### src/rtl/i2c_target.sv
// i2c_target: I2C responder with 7-bit address match.
// Oversamples scl/sda on clk, detects START / repeated START / STOP, streams
// written bytes out on rx_* and fetches read bytes on tx_*. sda is driven
// open-drain through sda_oen. scl is never driven, so there is no clock stretching.
module i2c_target #(
    parameter int SYNC_STAGES = 2
) (
    input  logic       clk,
    input  logic       rst,
    input  logic       scl_in,
    input  logic       sda_in,
    output logic       sda_oen,
    input  logic [6:0] cfg_address,
    output logic [7:0] rx_data,
    output logic       rx_valid,
    input  logic       rx_ready,
    input  logic [7:0] tx_data,
    input  logic       tx_valid,
    output logic       tx_ready,
    output logic       rw,
    output logic       busy,
    output logic       start_det,
    output logic       stop_det,
    output logic       error
);

    typedef enum logic [2:0] {
        IDLE,
        ADDR,
        ADDR_ACK,
        WR_DATA,
        WR_ACK,
        RD_DATA,
        RD_ACK,
        IGNORE
    } state_t;

    // ------------------------------------------------------------------
    // Bus sampling and condition detection
    // ------------------------------------------------------------------
    logic [SYNC_STAGES-1:0] scl_sync_reg;
    logic [SYNC_STAGES-1:0] sda_sync_reg;
    logic                   scl_prev_reg;
    logic                   sda_prev_reg;
    logic                   scl_cur;
    logic                   sda_cur;
    logic                   scl_rise;
    logic                   scl_fall;
    logic                   start_cond;
    logic                   stop_cond;

    // Synchronise both pins, then keep one sample of history for edge detection.
    // Everything resets to the idle (pulled-up) level so reset creates no edges.
    always_ff @(posedge clk or posedge rst) begin
        if (rst) begin
            scl_sync_reg <= '1;
            sda_sync_reg <= '1;
            scl_prev_reg <= 1'b1;
            sda_prev_reg <= 1'b1;
        end else begin
            scl_sync_reg <= {scl_sync_reg[SYNC_STAGES-2:0], scl_in};
            sda_sync_reg <= {sda_sync_reg[SYNC_STAGES-2:0], sda_in};
            scl_prev_reg <= scl_sync_reg[SYNC_STAGES-1];
            sda_prev_reg <= sda_sync_reg[SYNC_STAGES-1];
        end
    end

    assign scl_cur  = scl_sync_reg[SYNC_STAGES-1];
    assign sda_cur  = sda_sync_reg[SYNC_STAGES-1];
    assign scl_rise = ~scl_prev_reg & scl_cur;
    assign scl_fall = scl_prev_reg & ~scl_cur;

    // Requiring scl high in both samples means an scl edge in the same sample
    // as an sda edge suppresses START/STOP.
    assign start_cond = scl_prev_reg & scl_cur & sda_prev_reg & ~sda_cur;
    assign stop_cond  = scl_prev_reg & scl_cur & ~sda_prev_reg & sda_cur;

    // ------------------------------------------------------------------
    // Protocol state machine
    // ------------------------------------------------------------------
    state_t     state_reg, state_next;
    logic [2:0] bit_cnt_reg, bit_cnt_next;
    logic [7:0] shift_reg, shift_next;
    // Per-state phase flag: ADDR_ACK = ACK slot entered, WR_DATA = byte
    // complete, RD_ACK = initiator ACK seen.
    logic       slot_reg, slot_next;
    logic       sda_oen_reg, sda_oen_next;
    logic [7:0] rx_data_reg, rx_data_next;
    logic       rx_valid_reg, rx_valid_next;
    logic       tx_ready_reg, tx_ready_next;
    logic       rw_reg, rw_next;
    logic       busy_reg, busy_next;
    logic       start_det_reg, start_det_next;
    logic       stop_det_reg, stop_det_next;
    logic       error_reg, error_next;

    logic [7:0] shift_in;
    logic [7:0] load_byte;

    assign shift_in  = {shift_reg[6:0], sda_cur};
    // Underrun returns all ones, which leaves sda released for the whole byte
    assign load_byte = tx_valid ? tx_data : 8'hFF;

    // State and datapath registers; reset releases sda immediately
    always_ff @(posedge clk or posedge rst) begin
        if (rst) begin
            state_reg     <= IDLE;
            bit_cnt_reg   <= 3'd0;
            shift_reg     <= 8'h00;
            slot_reg      <= 1'b0;
            sda_oen_reg   <= 1'b1;
            rx_data_reg   <= 8'h00;
            rx_valid_reg  <= 1'b0;
            tx_ready_reg  <= 1'b0;
            rw_reg        <= 1'b0;
            busy_reg      <= 1'b0;
            start_det_reg <= 1'b0;
            stop_det_reg  <= 1'b0;
            error_reg     <= 1'b0;
        end else begin
            state_reg     <= state_next;
            bit_cnt_reg   <= bit_cnt_next;
            shift_reg     <= shift_next;
            slot_reg      <= slot_next;
            sda_oen_reg   <= sda_oen_next;
            rx_data_reg   <= rx_data_next;
            rx_valid_reg  <= rx_valid_next;
            tx_ready_reg  <= tx_ready_next;
            rw_reg        <= rw_next;
            busy_reg      <= busy_next;
            start_det_reg <= start_det_next;
            stop_det_reg  <= stop_det_next;
            error_reg     <= error_next;
        end
    end

    // Next-state and output decode; START/STOP override every state
    always_comb begin
        state_next     = state_reg;
        bit_cnt_next   = bit_cnt_reg;
        shift_next     = shift_reg;
        slot_next      = slot_reg;
        sda_oen_next   = sda_oen_reg;
        rx_data_next   = rx_data_reg;
        rw_next        = rw_reg;
        busy_next      = busy_reg;
        rx_valid_next  = 1'b0;
        tx_ready_next  = 1'b0;
        start_det_next = 1'b0;
        stop_det_next  = 1'b0;
        error_next     = 1'b0;

        if (start_cond) begin
            state_next     = ADDR;
            bit_cnt_next   = 3'd0;
            slot_next      = 1'b0;
            sda_oen_next   = 1'b1;
            busy_next      = 1'b0;
            start_det_next = 1'b1;
        end else if (stop_cond) begin
            state_next    = IDLE;
            slot_next     = 1'b0;
            sda_oen_next  = 1'b1;
            busy_next     = 1'b0;
            stop_det_next = 1'b1;
        end else begin
            case (state_reg)
                IDLE, IGNORE: begin
                    sda_oen_next = 1'b1;
                end

                ADDR: begin
                    if (scl_rise) begin
                        shift_next   = shift_in;
                        bit_cnt_next = bit_cnt_reg + 3'd1;
                        if (bit_cnt_reg == 3'd7) begin
                            if (shift_in[7:1] == cfg_address) begin
                                rw_next    = shift_in[0];
                                busy_next  = 1'b1;
                                slot_next  = 1'b0;
                                state_next = ADDR_ACK;
                            end else begin
                                state_next = IGNORE;
                            end
                        end
                    end
                end

                ADDR_ACK: begin
                    if (scl_fall) begin
                        if (!slot_reg) begin
                            // Fall after the R/W bit: open the ACK slot
                            sda_oen_next = 1'b0;
                            slot_next    = 1'b1;
                        end else begin
                            // Fall closing the ACK slot
                            slot_next    = 1'b0;
                            bit_cnt_next = 3'd0;
                            if (rw_reg) begin
                                tx_ready_next = 1'b1;
                                shift_next    = load_byte;
                                sda_oen_next  = load_byte[7];
                                error_next    = ~tx_valid;
                                state_next    = RD_DATA;
                            end else begin
                                sda_oen_next = 1'b1;
                                state_next   = WR_DATA;
                            end
                        end
                    end
                end

                WR_DATA: begin
                    if (scl_rise && !slot_reg) begin
                        shift_next   = shift_in;
                        bit_cnt_next = bit_cnt_reg + 3'd1;
                        if (bit_cnt_reg == 3'd7) begin
                            slot_next = 1'b1;
                        end
                    end else if (scl_fall && slot_reg) begin
                        // Byte complete: hand it over and decide ACK/NACK
                        rx_data_next  = shift_reg;
                        rx_valid_next = 1'b1;
                        sda_oen_next  = ~rx_ready;
                        error_next    = ~rx_ready;
                        slot_next     = 1'b0;
                        bit_cnt_next  = 3'd0;
                        state_next    = WR_ACK;
                    end
                end

                WR_ACK: begin
                    if (scl_fall) begin
                        sda_oen_next = 1'b1;
                        state_next   = WR_DATA;
                    end
                end

                RD_DATA: begin
                    if (scl_fall) begin
                        if (bit_cnt_reg == 3'd7) begin
                            // Bit 0 finished: release for the initiator's ACK
                            sda_oen_next = 1'b1;
                            bit_cnt_next = 3'd0;
                            slot_next    = 1'b0;
                            state_next   = RD_ACK;
                        end else begin
                            shift_next   = {shift_reg[6:0], 1'b1};
                            sda_oen_next = shift_reg[6];
                            bit_cnt_next = bit_cnt_reg + 3'd1;
                        end
                    end
                end

                RD_ACK: begin
                    if (scl_rise) begin
                        if (sda_cur) begin
                            // NACK ends the read
                            busy_next    = 1'b0;
                            sda_oen_next = 1'b1;
                            state_next   = IGNORE;
                        end else begin
                            slot_next = 1'b1;
                        end
                    end else if (scl_fall && slot_reg) begin
                        slot_next     = 1'b0;
                        bit_cnt_next  = 3'd0;
                        tx_ready_next = 1'b1;
                        shift_next    = load_byte;
                        sda_oen_next  = load_byte[7];
                        error_next    = ~tx_valid;
                        state_next    = RD_DATA;
                    end
                end
            endcase
        end
    end

    assign sda_oen   = sda_oen_reg;
    assign rx_data   = rx_data_reg;
    assign rx_valid  = rx_valid_reg;
    assign tx_ready  = tx_ready_reg;
    assign rw        = rw_reg;
    assign busy      = busy_reg;
    assign start_det = start_det_reg;
    assign stop_det  = stop_det_reg;
    assign error     = error_reg;

endmodule

### config.mk
export PLATFORM = sky130hd
export DESIGN_NAME = i2c_target
export DESIGN_NICKNAME = d
export VERILOG_FILES = /design/src/rtl/i2c_target.sv
export SDC_FILE = /design/constraint.sdc
export NUM_CORES = 1
export LEC_CHECK = 0
export CAP_MARGIN = 20
export CORE_ASPECT_RATIO = 0.8
export CORE_UTILIZATION = 54
export DETAILED_ROUTE_END_ITERATION = 8
export PLACE_DENSITY = 0.79
export SETUP_SLACK_MARGIN = 0.1
export SYNTH_ARGS = -nofsm -noshare
export SYNTH_HDL_FRONTEND = slang
export SYNTH_SLANG_ARGS = --single-unit
### constraint.sdc
create_clock -name clk -period 2.55 [get_ports clk]
set_input_delay 0.3825 -clock clk [delete_from_list [all_inputs] [get_ports clk]]
set_output_delay 0.3825 -clock clk [all_outputs]
set_load 0.03 [all_outputs]
# After elaboration in Yosys (flattened, before gate mapping)
# Index checks and enable logic that the tools add are counted.
word_totals:
  ff_bits: 37
  input_bits: 21
op_classes:
  bitwise_logic: 16
  eq_ne: 40
  n_reduce_logical: 19
  muxes: 101
  addsub: 1
ops:
  columns: ["operator", "n"]
  rows:
  - ["8-bit 2-to-1 mux", 10]
  - ["3-bit 2-to-1 mux", 26]
  - ["1-bit 2-to-1 mux", 57]
  - ["4-bit inequality test (second input constant)", 12]
  - ["8-bit case mux with 5 select lines", 1]
  - ["12-bit AND reduction", 2]
  - ["2-bit inequality test (second input constant)", 10]
  - ["5-bit inequality test (second input constant)", 4]
  - ["3-bit case mux with 6 select lines", 1]
  - ["8-bit nonzero test", 2]
  - ["3-bit == test (second input constant)", 5]
  - ["3-bit inequality test (second input constant)", 5]
  - ["3-bit case mux with 5 select lines", 1]
  - ["6-bit AND reduction", 2]
  - ["1-bit inverter", 9]
  - ["9-bit AND reduction", 1]
  - ["8-bit AND reduction", 1]
  - ["1-bit bitwise AND", 7]
  - ["7-bit == test", 1]
  - ["7-bit AND reduction", 1]
  - ["7-bit nonzero test", 1]
  - ["3-bit by 2-bit == test with 1-bit output (second input constant)", 2]
  - ["1-bit case mux with 6 select lines", 1]
  - ["6-bit nonzero test", 1]
  - ["other kinds (12)", 14]

# Depth between registers and ports, before layout
depth:
  depth_word: 8
  mapped_depth: 8
  ltp_nobuf: 7

# Worst setup path before layout
# OpenSTA, ideal clock, no wires.
synth_path:
  path_kind: "register to register"
  start: "reg bit_cnt_reg[0]"
  end: "reg slot_reg"
  setup_slack_ps: 693
  required_time_ps: 2426
  synth_period_minus_slack_ps: 1857
  setup_time_ps: 124
  path_buffers: 0
  stages_incl_launch_ff: 7
  t_arrival_ps: 1733
  cell_sequence: "dfrtp_1 ha_1 ha_1 o311ai_0 and4b_2 nor4b_1 a211o_1"
synth_via:
  elab_chain_cells: 3
synth_rtl:
  columns: ["element", "line_no", "text"]
  rows:
  - ["start, declared", "82", "logic [2:0] bit_cnt_reg, bit_cnt_next;"]
  - ["start signal, assigned", "122", "bit_cnt_reg <= bit_cnt_next;"]
  - ["3-bit == test *", "176, 217, 241", null]
  - ["5-bit inequality test (no source line) or 4-bit inequality test (tied branches)", null, null]
  - ["9-bit AND reduction (no source line) *", null, null]
  - ["end signal, assigned", "124", "slot_reg <= slot_next;"]
  - ["end, declared", "86", "logic slot_reg, slot_next;"]
# Every way passes the cells marked *; elsewhere a longest branch is shown, timed or not.
# A chain may end at the register's enable or synchronous reset.

# Final worst setup path
layout_path:
  start: "reg scl_sync_reg[1]"
  end: "reg shift_reg[7]"
layout_via:
  elab_chain_cells: 5
layout_rtl:
  columns: ["element", "line_no", "text"]
  rows:
  - ["start, declared", "41", "logic [SYNC_STAGES-1:0] scl_sync_reg;"]
  - ["start signal, assigned", "61", "scl_sync_reg <= {scl_sync_reg[SYNC_STAGES-2:0], scl_in};"]
  - ["1-bit bitwise AND or 1-bit inverter (tied branches)", "75, 76, 71", null]
  - ["1-bit bitwise AND, on equally long branches", "76, 71, 75", null]
  - ["1-bit bitwise AND, or another cell as far along", "76", "assign stop_cond = scl_prev_reg & scl_cur & ~sda_prev_reg & sda_cur;"]
  - ["1-bit inverter (no source line) or 2-bit inequality test (tied branches)", null, null]
  - ["12-bit AND reduction (no source line) *", null, null]
  - ["end signal, assigned", "123", "shift_reg <= shift_next;"]
  - ["end, declared", "83", "logic [7:0] shift_reg, shift_next;"]
# Marks and branches as above.

==> results.toml <==
[critical_path]
timing_worst_setup_path_type = "reg2reg"
cp-end-kind = "register"
series_of_cell_instances_along_the_critical_path = "nand2_1 > nor2_2 > a21oi_1 > o211ai_4 > mux2_2"
timing.critical_path.from_type = "register"
crit_slowest_cell = "sky130_fd_sc_hd__dfstp_2"
critPathMaxFanout = 13
slowest_delay_ns = 0.71
wp_data_required_ns = 2.73
critPathArrivalTime_ns = 2.32

[cts]
cts_tree = "done"
post_cts_hold_buffer_count = 0
cts-buffers-inserted = 5
post_cts.resized_instances = 0
post-cts-setup-buffers = 0
clk_path_buf_depth = 2
cts_root_buf = "sky130_fd_sc_hd__clkbuf_8"
htree_num_levels = 2
cts.sink_count = 37
cts_clock_pin_slew_for_the_worst_setup_and_hold_paths_ns = 0.07
clock_latency_ns = 0.29

[drt]
detail_route.iter0.violations = 185
routed_wire_length_per_instance_um = 17.5
finalWirelength_um = 5740
drt-pass1-iter-count = 5
via_count = 2009
viasPerCell = 6.14
drc = 0
antenna_violating_nets_post_route = 0

[placed_design]
port_buffers = 36
placedInstanceArea_um2 = 2740
post-dp-hpwl_um = 4180
pre_cts_ws_ns = 0.278
place_congestion = 0.965

[finish]
antennaDiodeCount = 0
layout.cell_area.non_filler_um2 = 2850
drive_above_1_share_pct = 21.0
area_added_between_synthesis_and_finish_pct = 23.4
finalNetCount = 295
commonest_non_fill_non_tap_cell_in_the_layout = "sky130_fd_sc_hd__clkdlybuf4s50_1"
layout_common_cells = "36 x sky130_fd_sc_hd__clkdlybuf4s50_1, 30 x sky130_fd_sc_hd__dfrtp_1, 18 x sky130_fd_sc_hd__mux2_2, 15 x sky130_fd_sc_hd__inv_1, 15 x sky130_fd_sc_hd__nand2_1"
fillerInstances = 322

[job]
max_cap_viol_count = 0

[sta]
part_of_the_cycle_the_worst_path_needs_pct = 83.9
finalWorstPathRequiredPeriod_ns = 2.14
report.final.hold_viol_count = 0
worst-slew-pin-transition_ns = 0.502
report.final.setup_viol = 0
layout_setup_ws_ns = 0.410
max_clock_freq_ghz = 0.467
clock-skew-final_ns = 0.00710
slew_headroom_pct = 66.5
finalSetupTns_ns = 0
setup_repair_after_global_routing_missed_its_margin = "no"
maxSlewViolCount = 0

[yosys]
synth.area.mux_share_pct = 9.64
asyncSetResetFlopFracSynth_pct = 100
synthesis.area_um2 = 2310
yosysSeqAreaShare_pct = 40.4
post_synth_fa_ha_maj_area_fraction_pct = 1.62
post_synth_xor_area_fraction_pct = 4.11
yosys_register_bits = 37
synth_simple_gate_area_share_pct = 15.6
yosys_warnings = 0
post_synth.cell_area_avg_um2 = 9.96
synthDistinctLibCells = 58
combinational_family_with_the_most_area_after_synthesis = "compound AO/OA/AOI/OAI gates"
synth_nets = 256
synth_ff_type = "sky130_fd_sc_hd__dfrtp_1"
syn_inst = 232
post_synthesis_compound_gate_area_fraction_pct = 22.4
synth-edff-count = 0

[pwr]
power.density_cell_area_nw_per_um2 = 1070
power_leakage_nw = 1.19
ir_worst_vdd_uv = 635

[die]
dieHeight_um = 60.5
placement_rows = 20
fp.dieArea_um2 = 4550
coreArea_um2 = 3950
floorplan.die.width_um = 75.1
top_level_ports = 37
floorplan.initialDensity_pct = 58.4

[status]
status = "completed"

[global_routing]
grt_pass1_vias = 1820
globalRouteTotalUtil_pct = 27.5
number_of_antenna_violations_at_the_first_check_in_global_routing = 0
grt_max_degree = 38
grt_remaining_overflow = 0
global_route_wire_length_before_repair_um = 9060

[min_path]
class_of_the_most_critical_hold_timing_path = "reg2reg"
==> cells in the mapped netlist, drive strengths merged (2+ instances only) <==
cell / count / area share, %
nand3: 2 / 0.43
o32ai: 3 / 1.1
a211oi: 3 / 0.97
a21oi: 13 / 2.8
nor2: 14 / 2.5
ha: 3 / 1.6
nand2: 15 / 2.4
a31oi: 9 / 2.4
dfstp: 7 / 8.0
a2bb2oi: 2 / 0.76
xor2: 8 / 3.0
mux2i: 2 / 0.87
inv: 15 / 2.4
o22ai: 4 / 1.1
o221ai: 3 / 1.4
clkbuf: 5 / 0.81
buf: 10 / 3.0
nor3b: 3 / 1.2
o211ai: 4 / 1.9
dfrtp: 30 / 32
o21ai: 15 / 3.2
xnor2: 2 / 1.1
nor3: 7 / 1.5
nand2b: 8 / 2.5
nor2b: 5 / 2.0
mux2: 18 / 8.8
==> critical path: cells and delay by family, from the launching register on <==
| family | cells | cell delay [ns] |
|---|---|---|
| compound gates | 2 | 0.41 |
| flops | 1 | 0.71 |
| mux | 1 | 0.38 |
| simple gates | 2 | 0.52 |
==> where the power goes <==
| group | switching [W] | leakage, nW | internal, W |
|---|---|---|---|
| Combinational | 0.000866 | 0.683 | 0.000732 |
| Sequential | 0.000183 | 0.445 | 0.000754 |
| Clock | 0.000202 | 0.0585 | 0.000319 |
==> final timing paths <==
| kind | startpoint | slack (ns) | endpoint | cells past startpoint |
|---|---|---|---|---|
| worst max-delay path | scl_sync_reg[1]$_DFF_PP1_ | 0.41 | shift_reg[7]$_DFFE_PP0P_ | 5 |
| worst min-delay path | sda_sync_reg[0]$_DFF_PP1_ | 0.36 | sda_sync_reg[1]$_DFF_PP1_ | 0 |
| worst max register to register | scl_sync_reg[1]$_DFF_PP1_ | 0.41 | shift_reg[7]$_DFFE_PP0P_ | 5 |
| worst min register to register | sda_sync_reg[0]$_DFF_PP1_ | 0.36 | sda_sync_reg[1]$_DFF_PP1_ | 0 |
| max in group asynchronous | rst | 1.72 | scl_sync_reg[1]$_DFF_PP1_ | 3 |
| min in group asynchronous | rst | 0.49 | rx_data[5]$_DFFE_PP0P_ | 3 |
==> area by class of cell <==
cell class	instances	area (um2)	share of cell area [%]
Sequential cell	37	935	32.8
Tap cell	55	68.8	2.41
Clock inverter	1	30.0	1.05
Inverter	15	56.3	1.97
Clock buffer	7	86.3	3.03
Multi-Input combinational cell	165	1230	43.2
Timing Repair Buffer	47	443	15.5
==> logic make-up (layout without fill, tap and decap cells) <==
kind of cell | count (synthesis) | in the layout
buf+inv | 30 | 70
fa+ha+maj | 3 | 3
compound gates | 71 | 71
xor+xnor | 10 | 10
mux | 20 | 20
simple gates | 61 | 61
flops | 37 | 37
==> through the flow <==
step                util [%]  total power, W  instances  hold WS, ns
finish                  72.1         0.00306        327        0.356
global route            72.1         0.00324        327        0.360
CTS                     72.1         0.00305        327        0.358
detailed placement      69.2         0.00251        319        0.347
global placement        69.2         0.00248        319        0.346
floorplan                  -         0.00207        232        0.345
==> routing by layer <==
layer,GRT usage (%),wire [um],vias up
li1,-,-,924
met1,39.1,2570,966
met2,41.6,2620,108
met3,6.98,487,11
met4,8.73,59,0
met5,0,0,-
Power figures use the tool's default switching activity.
